<file path="config.mk">
export PLATFORM = sky130hd
export DESIGN_NAME = i2s_shift_in_flat
export DESIGN_NICKNAME = d
export VERILOG_FILES = /design/src/rtl/i2s_pkg.sv /design/src/rtl/i2s_shift_in_if.sv /design/src/rtl/i2s_in_sync.sv /design/src/rtl/i2s_shift_in.sv /design/src/flat_wrapper.sv
export SDC_FILE = /design/constraint.sdc
export NUM_CORES = 1
export LEC_CHECK = 0
export CORE_MARGIN = 8
export CORE_UTILIZATION = 55
export CTS_CLUSTER_DIAMETER = 40
export CTS_CLUSTER_SIZE = 25
export DETAILED_ROUTE_END_ITERATION = 10
export GPL_ROUTABILITY_DRIVEN = 0
export MAX_ROUTING_LAYER = met4
export PLACE_DENSITY = 0.79
export RECOVER_POWER = 25
export SETUP_SLACK_MARGIN = 0.1
export SLEW_MARGIN = 5
export SYNTH_ARGS = -nofsm -noshare
export SYNTH_HDL_FRONTEND = slang
export SYNTH_SLANG_ARGS = --single-unit
export TNS_END_PERCENT = 5
</file>
<file path="constraint.sdc">
create_clock -name clk -period 6.8 [get_ports clk]
set_clock_uncertainty 0.1 [all_clocks]
set_input_delay 2.04 -clock clk [delete_from_list [all_inputs] [get_ports clk]]
set_output_delay 2.04 -clock clk [all_outputs]
set_load 0.02 [all_outputs]
</file>
<file path="src/rtl/i2s_pkg.sv">
// i2s_pkg: shared word width default and receiver state type
package i2s_pkg;

    localparam int WORD_W_DEF = 32;

    typedef enum logic [1:0] {
        HUNT  = 2'd0,
        LEFT  = 2'd1,
        RIGHT = 2'd2
    } state_t;

endpackage

</file>
<file path="src/rtl/i2s_shift_in_if.sv">
// i2s_shift_in_if: FIFO-side write bus carrying one stereo frame per strobe
interface i2s_shift_in_if
    import i2s_pkg::*;
#(
    parameter int WORD_W = WORD_W_DEF
);

    logic [WORD_W-1:0] fifo_left_data;
    logic [WORD_W-1:0] fifo_right_data;
    logic              fifo_write;
    logic              fifo_full;

    modport master (
        output fifo_left_data,
        output fifo_right_data,
        output fifo_write,
        input  fifo_full
    );

    modport slave (
        input  fifo_left_data,
        input  fifo_right_data,
        input  fifo_write,
        output fifo_full
    );

endinterface

</file>
<file path="src/rtl/i2s_in_sync.sv">
// i2s_in_sync: two-flop synchronizer for the three asynchronous I2S pins
module i2s_in_sync (
    input  logic       clk,
    input  logic       reset,
    input  logic [2:0] d,
    output logic [2:0] q
);

    logic [2:0] meta;

    // two capture stages; q is the first stage safe to use in clk logic
    always_ff @(posedge clk or posedge reset) begin
        if (reset) begin
            meta <= '0;
            q    <= '0;
        end else begin
            meta <= d;
            q    <= meta;
        end
    end

endmodule

</file>
<file path="src/rtl/i2s_shift_in.sv">
// i2s_shift_in: I2S receiver assembling left/right words and writing whole frames to a FIFO
module i2s_shift_in
    import i2s_pkg::*;
#(
    parameter int WORD_W = WORD_W_DEF
) (
    input  logic           clk,
    input  logic           reset,
    input  logic           enable,
    input  logic           bclk,
    input  logic           lrclk,
    input  logic           data_in,
    input  logic           overflow_clr,
    output logic           overflow,
    i2s_shift_in_if.master fifo
);

    localparam int CNT_W = $clog2(WORD_W + 1);
    localparam logic [WORD_W-1:0] MSB = {1'b1, {(WORD_W-1){1'b0}}};

    logic [2:0]        sync_q;
    logic              bclk_d;
    logic              rise;
    logic              smp_v;
    logic              smp_lr;
    logic              smp_d;
    logic              prev_lr;
    state_t            state;
    state_t            state_n;
    logic [CNT_W-1:0]  cnt;
    logic [CNT_W-1:0]  cnt_n;
    logic [WORD_W-1:0] word;
    logic [WORD_W-1:0] word_n;
    logic [WORD_W-1:0] pend;
    logic [WORD_W-1:0] pend_n;
    logic [WORD_W-1:0] left;
    logic [WORD_W-1:0] left_n;
    logic [WORD_W-1:0] right;
    logic [WORD_W-1:0] right_n;
    logic [WORD_W-1:0] mask;
    logic [WORD_W-1:0] closed;
    logic              write;
    logic              write_n;
    logic              ovf_n;
    logic              act;
    logic              change;
    logic              done;

    i2s_in_sync u_sync (
        .clk   (clk),
        .reset (reset),
        .d     ({bclk, lrclk, data_in}),
        .q     (sync_q)
    );

    assign rise = sync_q[2] & ~bclk_d;

    // third bclk stage for edge detect, and one-cycle latch of lrclk/data on each bclk rise
    always_ff @(posedge clk or posedge reset) begin
        if (reset) begin
            bclk_d <= 1'b0;
            smp_v  <= 1'b0;
            smp_lr <= 1'b0;
            smp_d  <= 1'b0;
        end else begin
            bclk_d <= sync_q[2];
            smp_v  <= rise;
            smp_lr <= rise ? sync_q[1] : smp_lr;
            smp_d  <= rise ? sync_q[0] : smp_d;
        end
    end

    // slot assembly and frame state; lrclk history is tracked even when disabled so re-enable sees no false edge
    always_comb begin
        act     = enable & smp_v;
        change  = act & (smp_lr != prev_lr);
        mask    = (cnt < CNT_W'(WORD_W)) ? MSB >> cnt : '0;
        closed  = smp_d ? word | mask : word;
        done    = change & (state == RIGHT);
        state_n = state;
        pend_n  = pend;
        cnt_n   = change ? '0 : (act && mask != '0) ? cnt + 1'b1 : cnt;
        word_n  = change ? '0 : act ? closed : word;
        if (change) begin
            case (state)
                HUNT:    state_n = smp_lr ? HUNT : LEFT;
                LEFT: begin
                    state_n = RIGHT;
                    pend_n  = closed;
                end
                RIGHT:   state_n = LEFT;
                default: state_n = HUNT;
            endcase
        end
        if (!enable) begin
            state_n = HUNT;
            cnt_n   = '0;
            word_n  = '0;
        end
        write_n = done & ~fifo.fifo_full;
        left_n  = write_n ? pend : left;
        right_n = write_n ? closed : right;
        ovf_n   = (done & fifo.fifo_full) | (overflow & ~overflow_clr);
    end

    // state, word and output registers
    always_ff @(posedge clk or posedge reset) begin
        if (reset) begin
            state    <= HUNT;
            cnt      <= '0;
            word     <= '0;
            pend     <= '0;
            left     <= '0;
            right    <= '0;
            write    <= 1'b0;
            overflow <= 1'b0;
            prev_lr  <= 1'b0;
        end else begin
            state    <= state_n;
            cnt      <= cnt_n;
            word     <= word_n;
            pend     <= pend_n;
            left     <= left_n;
            right    <= right_n;
            write    <= write_n;
            overflow <= ovf_n;
            prev_lr  <= smp_v ? smp_lr : prev_lr;
        end
    end

    assign fifo.fifo_left_data  = left;
    assign fifo.fifo_right_data = right;
    assign fifo.fifo_write      = write;

endmodule

</file>
<file path="src/flat_wrapper.sv">
// flat-port wrapper written by rule: the top's interface ports become plain ports
module i2s_shift_in_flat import i2s_pkg::*;
#(
    parameter int WORD_W = WORD_W_DEF
)
  (clk, reset, enable, bclk, lrclk, data_in, overflow_clr, overflow, fifo_fifo_left_data, fifo_fifo_right_data, fifo_fifo_write, fifo_fifo_full);
  i2s_shift_in_if #(.WORD_W(WORD_W)) fifo_i ();
  input  logic clk;
  input  logic reset;
  input  logic enable;
  input  logic bclk;
  input  logic lrclk;
  input  logic data_in;
  input  logic overflow_clr;
  output logic overflow;
  output wire logic [$bits(fifo_i.fifo_left_data)-1:0] fifo_fifo_left_data;
  output wire logic [$bits(fifo_i.fifo_right_data)-1:0] fifo_fifo_right_data;
  output wire logic [$bits(fifo_i.fifo_write)-1:0] fifo_fifo_write;
  input wire logic [$bits(fifo_i.fifo_full)-1:0] fifo_fifo_full;
  assign fifo_fifo_left_data = fifo_i.fifo_left_data;
  assign fifo_fifo_right_data = fifo_i.fifo_right_data;
  assign fifo_fifo_write = fifo_i.fifo_write;
  assign fifo_i.fifo_full = fifo_fifo_full;
  i2s_shift_in #(.WORD_W(WORD_W)) u_core (.clk(clk), .reset(reset), .enable(enable), .bclk(bclk), .lrclk(lrclk), .data_in(data_in), .overflow_clr(overflow_clr), .overflow(overflow), .fifo(fifo_i));
endmodule
</file>
; Word level (Yosys, flattened, before mapping)
; Index checks and enable logic that the tools add are counted.
[word_totals]
output_inout_bits = 66
in_bits = 8
romBits = 0
mem_bits_rw = 0
ff_bits = 149
n_memories = 0
latchBits = 0
[classes]
bitwise = 12
div_mod_pow = 0
n_mul = 0
magnitude_cmp = 1
addsub = 1
n_eq_ne = 6
n_shift = 1
reduce_logical = 4
mux = 12
[ops]
columns = cell, n
row1 = $mux W32, 5
row2 = $or A32 B32 Y32, 1
row3 = $reduce_bool A32 Y1, 1
row4 = $shr A32 B6 Y32 const A, 1
row5 = $mux W6, 3
row6 = $and A1 B1 Y1, 7
row7 = $add A6 B1 Y6 const B, 1
row8 = $lt A6 B6 Y1 const B, 1
row9 = $ne A3 B1 Y1 const B, 2
row10 = $pmux W2 S3, 1
row11 = $mux W2, 2
row12 = $not A1 Y1, 3
row13 = $eq A2 B1 Y1 const B, 1
row14 = $eq A2 B2 Y1 const B, 1
row15 = $logic_not A2 Y1, 1
row16 = $ne A2 B1 Y1 const B, 1
row17 = $reduce_and A2 Y1, 1
row18 = $logic_and A1 B1 Y1, 1
row19 = $mux W1, 1
row20 = $ne A1 B1 Y1, 1
row21 = $or A1 B1 Y1, 1

; Longest topological paths before layout
; Gate-level depths: netlist of run 1.
[logic_depth]
depth_word = 7
depth_mapped = 10
depth_no_buf = 8

; Hierarchy
; From an unflattened synthesis of run 1, not the netlist that was laid out.
[unflattened]
cells_unflattened = 515
hier_area_um2 = 5904.4
[modules_own_cells]
columns = module, seq_area_each_um2, cells_each, area_per_inst_um2, n_inst
row1 = i2s_shift_in, 3578.4, 508, 5750.5, 1
row2 = i2s_in_sync, 150.1, 7, 153.9, 1

; Worst setup path after synthesis of run 1
; No wires, ideal clock.
[synth_timing]
kind = input to register
startpoint = in enable
endpoint = reg u_core.right[0], in the netlist u_core.fifo.fifo_right_data[0]
stages = 7
path_buffers = 2
required_time_ps = 6622
path_slack_ps = 3446
t_arrival_ps = 3176
setup_time_ps = 78
cell_sequence = nand3_1 > nor2_1 > nand3b_1 > clkbuf_1 > clkbuf_1 > nand2_1 > o21ai_1
[synth_between]
elab_chain_cells = 4
[synth_rtl]
columns = element, line
row1 = from (decl), flat_wrapper.sv:10  ; input logic enable;
row2 = $and A1 B1 Y1, i2s_shift_in.sv:75  ; act = enable & smp_v;
row3 = $and A1 B1 Y1, i2s_shift_in.sv:76  ; change = act & (smp_lr != prev_lr);
row4 = $and A1 B1 Y1, i2s_shift_in.sv:79  ; done = change & (state == RIGHT);
row5 = $and A1 B1 Y1, i2s_shift_in.sv:100  ; write_n = done & ~fifo.fifo_full;
row6 = to (signal assigned), i2s_shift_in.sv:124  ; right <= right_n;
row7 = to (decl), i2s_shift_in.sv:38  ; logic [WORD_W-1:0] right;
; No other way between the ends.
; A chain may end at the register's enable or synchronous reset.

; Final worst setup path of run 1
[layout_timing]
startpoint = in enable
endpoint = reg u_core.word[10]
[layout_between]
elab_chain_cells = 4
elab_cells_between_ends = 5
classes_between = 1 x eq/ne / 2 x mux / 2 x bitwise
[layout_rtl]
columns = element, line
row1 = $and A1 B1 Y1, i2s_shift_in.sv:75
row2 = $and A1 B1 Y1, i2s_shift_in.sv:76
row3 = $mux W32, i2s_shift_in.sv:83  ; word_n = change ? '0 : act ? closed : word;
row4 = $mux W32, i2s_shift_in.sv:95  ; if (!enable) begin
row5 = to (signal assigned), i2s_shift_in.sv:121  ; word <= word_n;
row6 = to (decl), i2s_shift_in.sv:32  ; logic [WORD_W-1:0] word;
; Several ways; a longest one is shown, not always the timed one.

==> summary.md, run 1 <==
| Metric | Value |
|---|---|
| Initial antenna violation count | 0 |
| Die Y | roughly 120 um |
| Io pins | 74 |
| Dpl ws | roughly 2500 ps |
| Seq cells post-synth | about 150 |
| Syn_area_per_cell | 11.0 sq um |
| Synth Area in Adders | 0.0129 |
| CTS tree | yes |
| Syn Inst Count | between 500 and 600 |
| # resized after CTS | 0 |
| Post-CTS setup buffers | 0 |
| HPWL Detailed | approximately 7.9 mm |
| Fin util | 0.699 |
| Largest family of logic cells by synthesized area | compound AO/OA/AOI/OAI gates |
| XOR/XNOR share of the synthesized area | 0.00150 |
| Slew HR | 0.138 |
| Vias in the first global route | between 4k and 5k |
| Synth unique cells | 43 |
| Max Cap Viol | 0 |
| Post-Route WL | between 10 and 15 mm |
| TritonRoute pass-1 iters | 5 |
| Post-synthesis simple-gate area fraction | 0.111 |
| Die W | 119 um |
| Synth area leaders | dfrtp_1, a21oi_1, mux2_1 |
| Worst hold path class | flip-flop to flip-flop |
| CTS Hold Bufs | 0 |
| Tcrit/Tclk final | 0.576 |
| Input/output buffers | 73 |
| Setup TNS | 0 ps |
| Setup ws final | just under 3000 ps |
| CP Data Required Time | a little over 7000 ps |
| Largest net degree at the start of global routing | around 110 |
| Power density cells | approximately 280 mW/mm^2 |
| Drt wl/cell | roughly 16 um |
| CP Class | primary input to flip-flop |
| Endpoints failing setup | 0 |
| Die area | 0.0142 sq mm |
| Antenna Nets Post-Route | 0 |
| Number of diodes | 0 |
| Status | complete, no violations |
| Post-route insts no fill | about 740 |
| Final Critical Period | around 3900 ps |
| Yosys warnings | 0 |
| Layout cells sized above 1 | 0.0810 |
| Max Fclk | 256 MHz |
| Area growth from synthesis to layout | 23.5% |
| Max Slew Vio Count | 0 |
| Synth area leader | dfrtp_1 |
| Crit path DAT | 4170 ps |
| Core Rows | 37 |
| Final Net Count | 606 |
| Root Buffer | clkbuf_8 |
| Compound-cell area share of the yosys netlist | 0.135 |
| Initial Util | 0.566 |
| Worst hold slack | about 250 ps |
| Slew @ Worst Pin | roughly 1300 ps |
| Worst Path Max Fanout | 35 |
| Gr usage total | 0.185 |
| Longest Clk Path Bufs | 2 |
| RSZ-0062 raised after global routing | false |
| Critical Path Start Type | primary input |
| Critical Path Sink Type | flip-flop |
| Number of placed instances, taps included | slightly above 700 |
| Mapped cell area | just under 0.006 sq mm |
| Vias/cell | between 5 and 6 |
| First DRT Iteration DRCs | ~310 |
| First-pass GRT wire length | 20.7 mm |
| Global route overflow | 0 |
| Htree depth | 4 |
| Clock buffer count from CTS | 17 |
| Post-synthesis mux area share | 0.0694 |
| VDD IR-drop max | approximately 180 uV |
| Post-route DRC | 0 |
| Clock slew at the register clock pins of the worst setup and hold paths | ~60 ps |
| Fin. Hold Viols | 0 |
| Clock Sinks | approximately 150 |
| Share of Yosys cell area claimed by the top area cell type | 0.639 |
| Syn nets | about 550 |
| Post-synthesis sequential area ratio | 0.639 |
| Core area | 0.0103 sq mm |
| P_leak | between 3 and 4 nW |
| Clk Latency, worst-skew pair | approximately 530 ps |
| Vias | about 4.1k |
| Fillcell total | 750 |
[area by class of cell]
class,instances,area (sq um),area share
inverters,8,35.0,0.00486
clock inverters,13,158,0.0219
multi-input cells,338,1930,0.268
flip-flops and latches,149,3730,0.517
repair buffers,78,768,0.107
clock buffers,19,422,0.0585
well taps,136,170,0.0236
[stage by stage]
step           cell area (sq um)  total power, mW
5_1_grt                     7210             2.12
3_5_place_dp                6630             1.14
2_1_floorplan               5840             1.10
4_1_cts                     7210             2.06
6_report                    7210             2.05
3_3_place_gp                6630             1.13
[metal layers]
layer	global-route usage	wire length, um	part of all wire	vias up
met5	-	0	0	-
met4	0.0743	236	0.019	0
met3	0.0534	675	0.056	21
met2	0.287	5990	0.49	117
met1	0.225	5240	0.43	2009
li1	-	-	-	1938
[flip-flops by register name (all words and copies together) (netlist names)]
register / cells
u_core.bclk_d: 1
u_core.cnt: 6
u_core.word: 32
u_core.fifo.fifo_left_data: 32
u_core.smp_v: 1
u_core.prev_lr: 1
u_core.smp_lr: 1
u_core.state: 2
u_core.fifo.fifo_right_data: 32
u_core.overflow: 1
u_core.u_sync.meta: 3
u_core.u_sync.q: 3
u_core.pend: 32
u_core.smp_d: 1
u_core.fifo.fifo_write: 1
[cells by family after synthesis]
family	Yosys count
AO/OA/AOI/OAI	149
XOR/XNOR	1
adder cells (fa/ha/maj)	6
buffers and inverters	45
flip-flops	149
multiplexers	36
AND/OR/NAND/NOR	146
[synthesized netlist by cell type, drive strengths merged]
library cell  number
a222oi             1
o21ai             38
dfrtp            149
o21a               1
xor2               1
and2               7
nor3               3
or2                2
a2111oi            1
mux2              36
a41oi              1
or4                1
o21bai             1
buf                6
nand3b             2
a31oi              4
clkbuf            31
ha                 6
nand3              5
nand2b             2
or4b               2
nor3b              2
or2b               1
a2bb2oi            1
a22o               2
a21oi             97
nor2b              7
nand2             38
nor2              74
o31ai              2
inv                8
[final timing paths]
check,from,to,slack [ps],cells past startpoint
max,enable,u_core.word[10]$_DFFE_PP0P_,2890,5
min,u_core.u_sync.meta[2]$_DFF_PP0_,u_core.u_sync.q[2]$_DFF_PP0_,250,0
max reg2reg,u_core.cnt[2]$_DFFE_PP0P_,u_core.cnt[0]$_DFFE_PP0P_,3800,8
min reg2reg,u_core.u_sync.meta[2]$_DFF_PP0_,u_core.u_sync.q[2]$_DFF_PP0_,250,0
max in group asynchronous,reset,u_core.fifo.fifo_left_data[0]$_DFFE_PP0P_,3440,3
min in group asynchronous,reset,u_core.pend[31]$_DFFE_PP0P_,2090,2
[cell usage in the layout, fill, tap and decap left out, types with 2 or more instances in the layout]
cell               n
dfrtp_1          149
a21oi_1           97
nor2_1            73
clkdlybuf4s50_1   68
nand2_1           38
o21ai_1           33
mux2_1            32
clkbuf_16         16
nor2b_1            6
inv_1              6
ha_1               6
and2_1             5
nand3_1            5
dlygate4sd3_1      5
buf_4              5
a31oi_1            4
o21ai_0            4
mux2_2             4
clkinvlp_4         4
clkinv_2           4
nor3_1             3
bufinv_16          3
nand2b_1           2
nand3b_1           2
inv_6              2
a22o_1             2
o31ai_1            2
clkbuf_1           2
[worst max-delay path, stage by stage]
cell and delay (ps):
dlygate4sd3_1 610, nand2_1 190, or2_4 180, and2_1 990
nor2_1 150
[report_power, final]
group | switching, mW | leakage (nW) | internal [mW]
clock | 0.360 | 0.274 | 0.557
combinational | 0.0852 | 0.986 | 0.0516
sequential | 0.0366 | 2.04 | 0.955
total | 0.482 | 3.30 | 1.56
No activity file was read; power rests on OpenSTA's default activity.
==> run 2: changes to the inputs <==
Settings changed: CORE_UTILIZATION 55 to 50, PLACE_DENSITY 0.79 to 0.76.
Clock period 6.8 ns to 3.45 ns, I/O delays scaled along.
==> run 2 against run 1 <==
Non-clock buffer count up 6. Critical path depth up 3. Worst setup slack worse by 2400 ps. Power up 100%. Cell count up 1.6%. Clock power up 110%. Sequential share of layout area down 0.91 points. Cell area up 1.8%. Via count up 0.42%. Sequential power up 98%. Largest power group unchanged.
==> summary.md, run 2 (synthesis gave the netlist of run 1 again) <==
| Metric | Value |
|---|---|
| Status | complete, no violations |
| Beginning of the critical path | u_core.cnt[0]$_DFFE_PP0P_ |
| Dpl ws | 160 ps (-2370 ps) |
| CTS Hold Bufs | 0 (unchanged) |
| Hold path endpoint | u_core.u_sync.q[2]$_DFF_PP0_ |
| Die Y | 124 um (+4.2%) |
| Core Rows | 39 (+5.4%) |
| Vias/cell | 5.45 (-1.2%) |
| Layout cells sized above 1 | 0.0902 (+0.00917) |
| Final Critical Period | ~2900 ps |
| Die area | 0.0154 sq mm (+8.6%) |
| Io pins | 74 (unchanged) |
| Post-Route WL | 12.3 mm (+1.4%) |
| Max Fclk | ~340 MHz |
| Setup ws final | 502 ps (-2380 ps) |
| Critical Path Start Type | flip-flop |
| Fin area | 0.00734 sq mm (+1.8%) |
| Reg2reg start | u_core.cnt[0]$_DFFE_PP0P_ |
| Die W | 124 um (+4.2%) |
| Commonest non-fill, non-tap cell in the layout | dfrtp_1 |
| Slew HR | 0.197 (+0.0591) |
| Input/output buffers | 73 (unchanged) |
| Clock Sinks | 149 (unchanged) |
| Area growth from synthesis to layout | 25.7% |
| Reg2reg end | u_core.cnt[0]$_DFFE_PP0P_ |
| Drt wl/cell | 16.3 um (-0.26%) |
| Worst Path Max Fanout | 11 (-69%) |
| Hold depth | 0 (unchanged) |
| First-pass GRT wire length | 20.5 mm (-0.83%) |
| # resized after CTS | 0 (unchanged) |
| Post-CTS setup buffers | 0 (unchanged) |
| Max Slew Vio Count | 0 (unchanged) |
| Clock slew at the register clock pins of the worst setup and hold paths | 60 ps (about the same) |
| Critical Path Sink Type | flip-flop |
| Htree depth | 4 (unchanged) |
| P_leak | 3.38 nW (+2.4%) |
| Gr usage total | 0.176 (-0.00924) |
| Number of placed instances, taps included | 722 (+1.8%) |
| Root Buffer | clkbuf_16 |
| HPWL Detailed | 8.33 mm (+5.9%) |
| Vias in the first global route | 4193 (+0.095%) |
| Global route overflow | 0 (unchanged) |
| Beginning of the worst hold path | u_core.u_sync.meta[2]$_DFF_PP0_ |
| Slew @ Worst Pin | 1200 ps (-88.6 ps) |
| Largest net degree at the start of global routing | 68 (-39%) |
| Final Net Count | 612 (+0.99%) |
| Crit path DAT | 3150 ps (-1020 ps) |
| Most frequent cells in the layout | dfrtp_1, a21oi_1, nor2_1 |
| Placed Area | 0.00672 sq mm (+1.4%) |
| Initial antenna violation count | 0 (unchanged) |
| VDD IR-drop max | 320 uV (+78%) |
| Max Cap Viol | 0 (unchanged) |
| Vias | 4102 (+0.42%) |
| CTS tree | yes |
| CP Class | flip-flop to flip-flop |
| Clock buffer count from CTS | 17 (unchanged) |
| Number of diodes | 0 (unchanged) |
| Antenna Nets Post-Route | 0 (unchanged) |
| R2R setup slack | 500 ps (-3300 ps) |
| Setup TNS | 0 ps (unchanged) |
| Longest Clk Path Bufs | 2 (unchanged) |
| Endpoints failing setup | 0 (unchanged) |
| Fin. Hold Viols | 0 (unchanged) |
| TritonRoute pass-1 iters | 4 (-1) |
| Initial Util | 0.511 (-0.0542) |
| Worst hold path class | flip-flop to flip-flop |
| Clk Latency, worst-skew pair | 410 ps (-120 ps) |
| CP Data Required Time | 3650 ps (-3410 ps) |
| Power density cells | 570 mW/mm^2 (+100%) |
| RSZ-0062 raised after global routing | false |
| Post-route insts no fill | 753 (+1.6%) |
| FF-to-FF path depth | 8 (unchanged) |
| Tcrit/Tclk final | 0.855 |
| Core area | 0.0114 sq mm (+11%) |
| Fillcell total | 891 (+19%) |
| Post-route DRC | 0 (unchanged) |
| First DRT Iteration DRCs | 420 (+35%) |
[run 2: cell count changes in the layout (fill, tap and decap cells not counted), sizes merged]
| cell | delta |
|---|---|
| dlygate4sd3 | -1 |
| clkinvlp | -3 |
| bufinv | +1 |
| buf | +5 |
| clkbuf | +4 |
| inv | -2 |
| clkdlybuf4s50 | +1 |
[run 2: worst max-delay path by stage]
stage / slack (ps) / endpoint / depth (start not counted)
2_1_floorplan: 440 / u_core.bclk_d$_DFF_PP0_ / 1
3_3_place_gp: 300 / u_core.word[12]$_DFFE_PP0P_ / 5
3_5_place_dp: 160 / u_core.word[18]$_DFFE_PP0P_ / 5
4_1_cts: 490 / u_core.cnt[0]$_DFFE_PP0P_ / 8
5_1_grt: 300 / u_core.cnt[0]$_DFFE_PP0P_ / 8
6_report: 500 / u_core.cnt[0]$_DFFE_PP0P_ / 8
[run 2: routing by layer]
metal  global-route usage  share of wire  up-vias  wire length [um]
met3               0.0467          0.059       17               722
met5                    -              0        -                 0
li1                     -              -     1958                 -
met4               0.0595          0.017        0               205
met1                0.216           0.42     2019              5130
met2                0.277           0.51      108              6250
[run 2: cell type report]
| class | count | area (sq um) | area share |
|---|---|---|---|
| tap | 143 | 179 | 0.0244 |
| timing repair buffer | 84 | 838 | 0.114 |
| inverter | 8 | 31.3 | 0.00426 |
| clock inverter | 9 | 149 | 0.0203 |
| multi-input combinational | 338 | 1930 | 0.263 |
| clock buffer | 22 | 484 | 0.0660 |
| sequential | 149 | 3730 | 0.508 |
[run 2: worst max-delay path: stages, from the launching register on]
cell and delay [ps]:
dfrtp_1 430, ha_1 260, ha_1 370, nor2_1 190, or4b_1 440, a222oi_1 480
o21a_2 240, nor2_2 60, mux2_2 260
[run 2: power by group]
group / switching [mW] / internal (mW)
sequential: 0.0728 / 1.88
combinational: 0.170 / 0.108
clock: 0.675 / 1.28
[run 2: through the flow]
step,utilization,hold slack (ps),power [mW]
6_report,0.643,250,4.19
5_1_grt,0.643,265,4.35
4_1_cts,0.644,254,4.22
3_5_place_dp,0.589,241,2.27
3_3_place_gp,0.589,232,2.24
2_1_floorplan,-,231,2.17
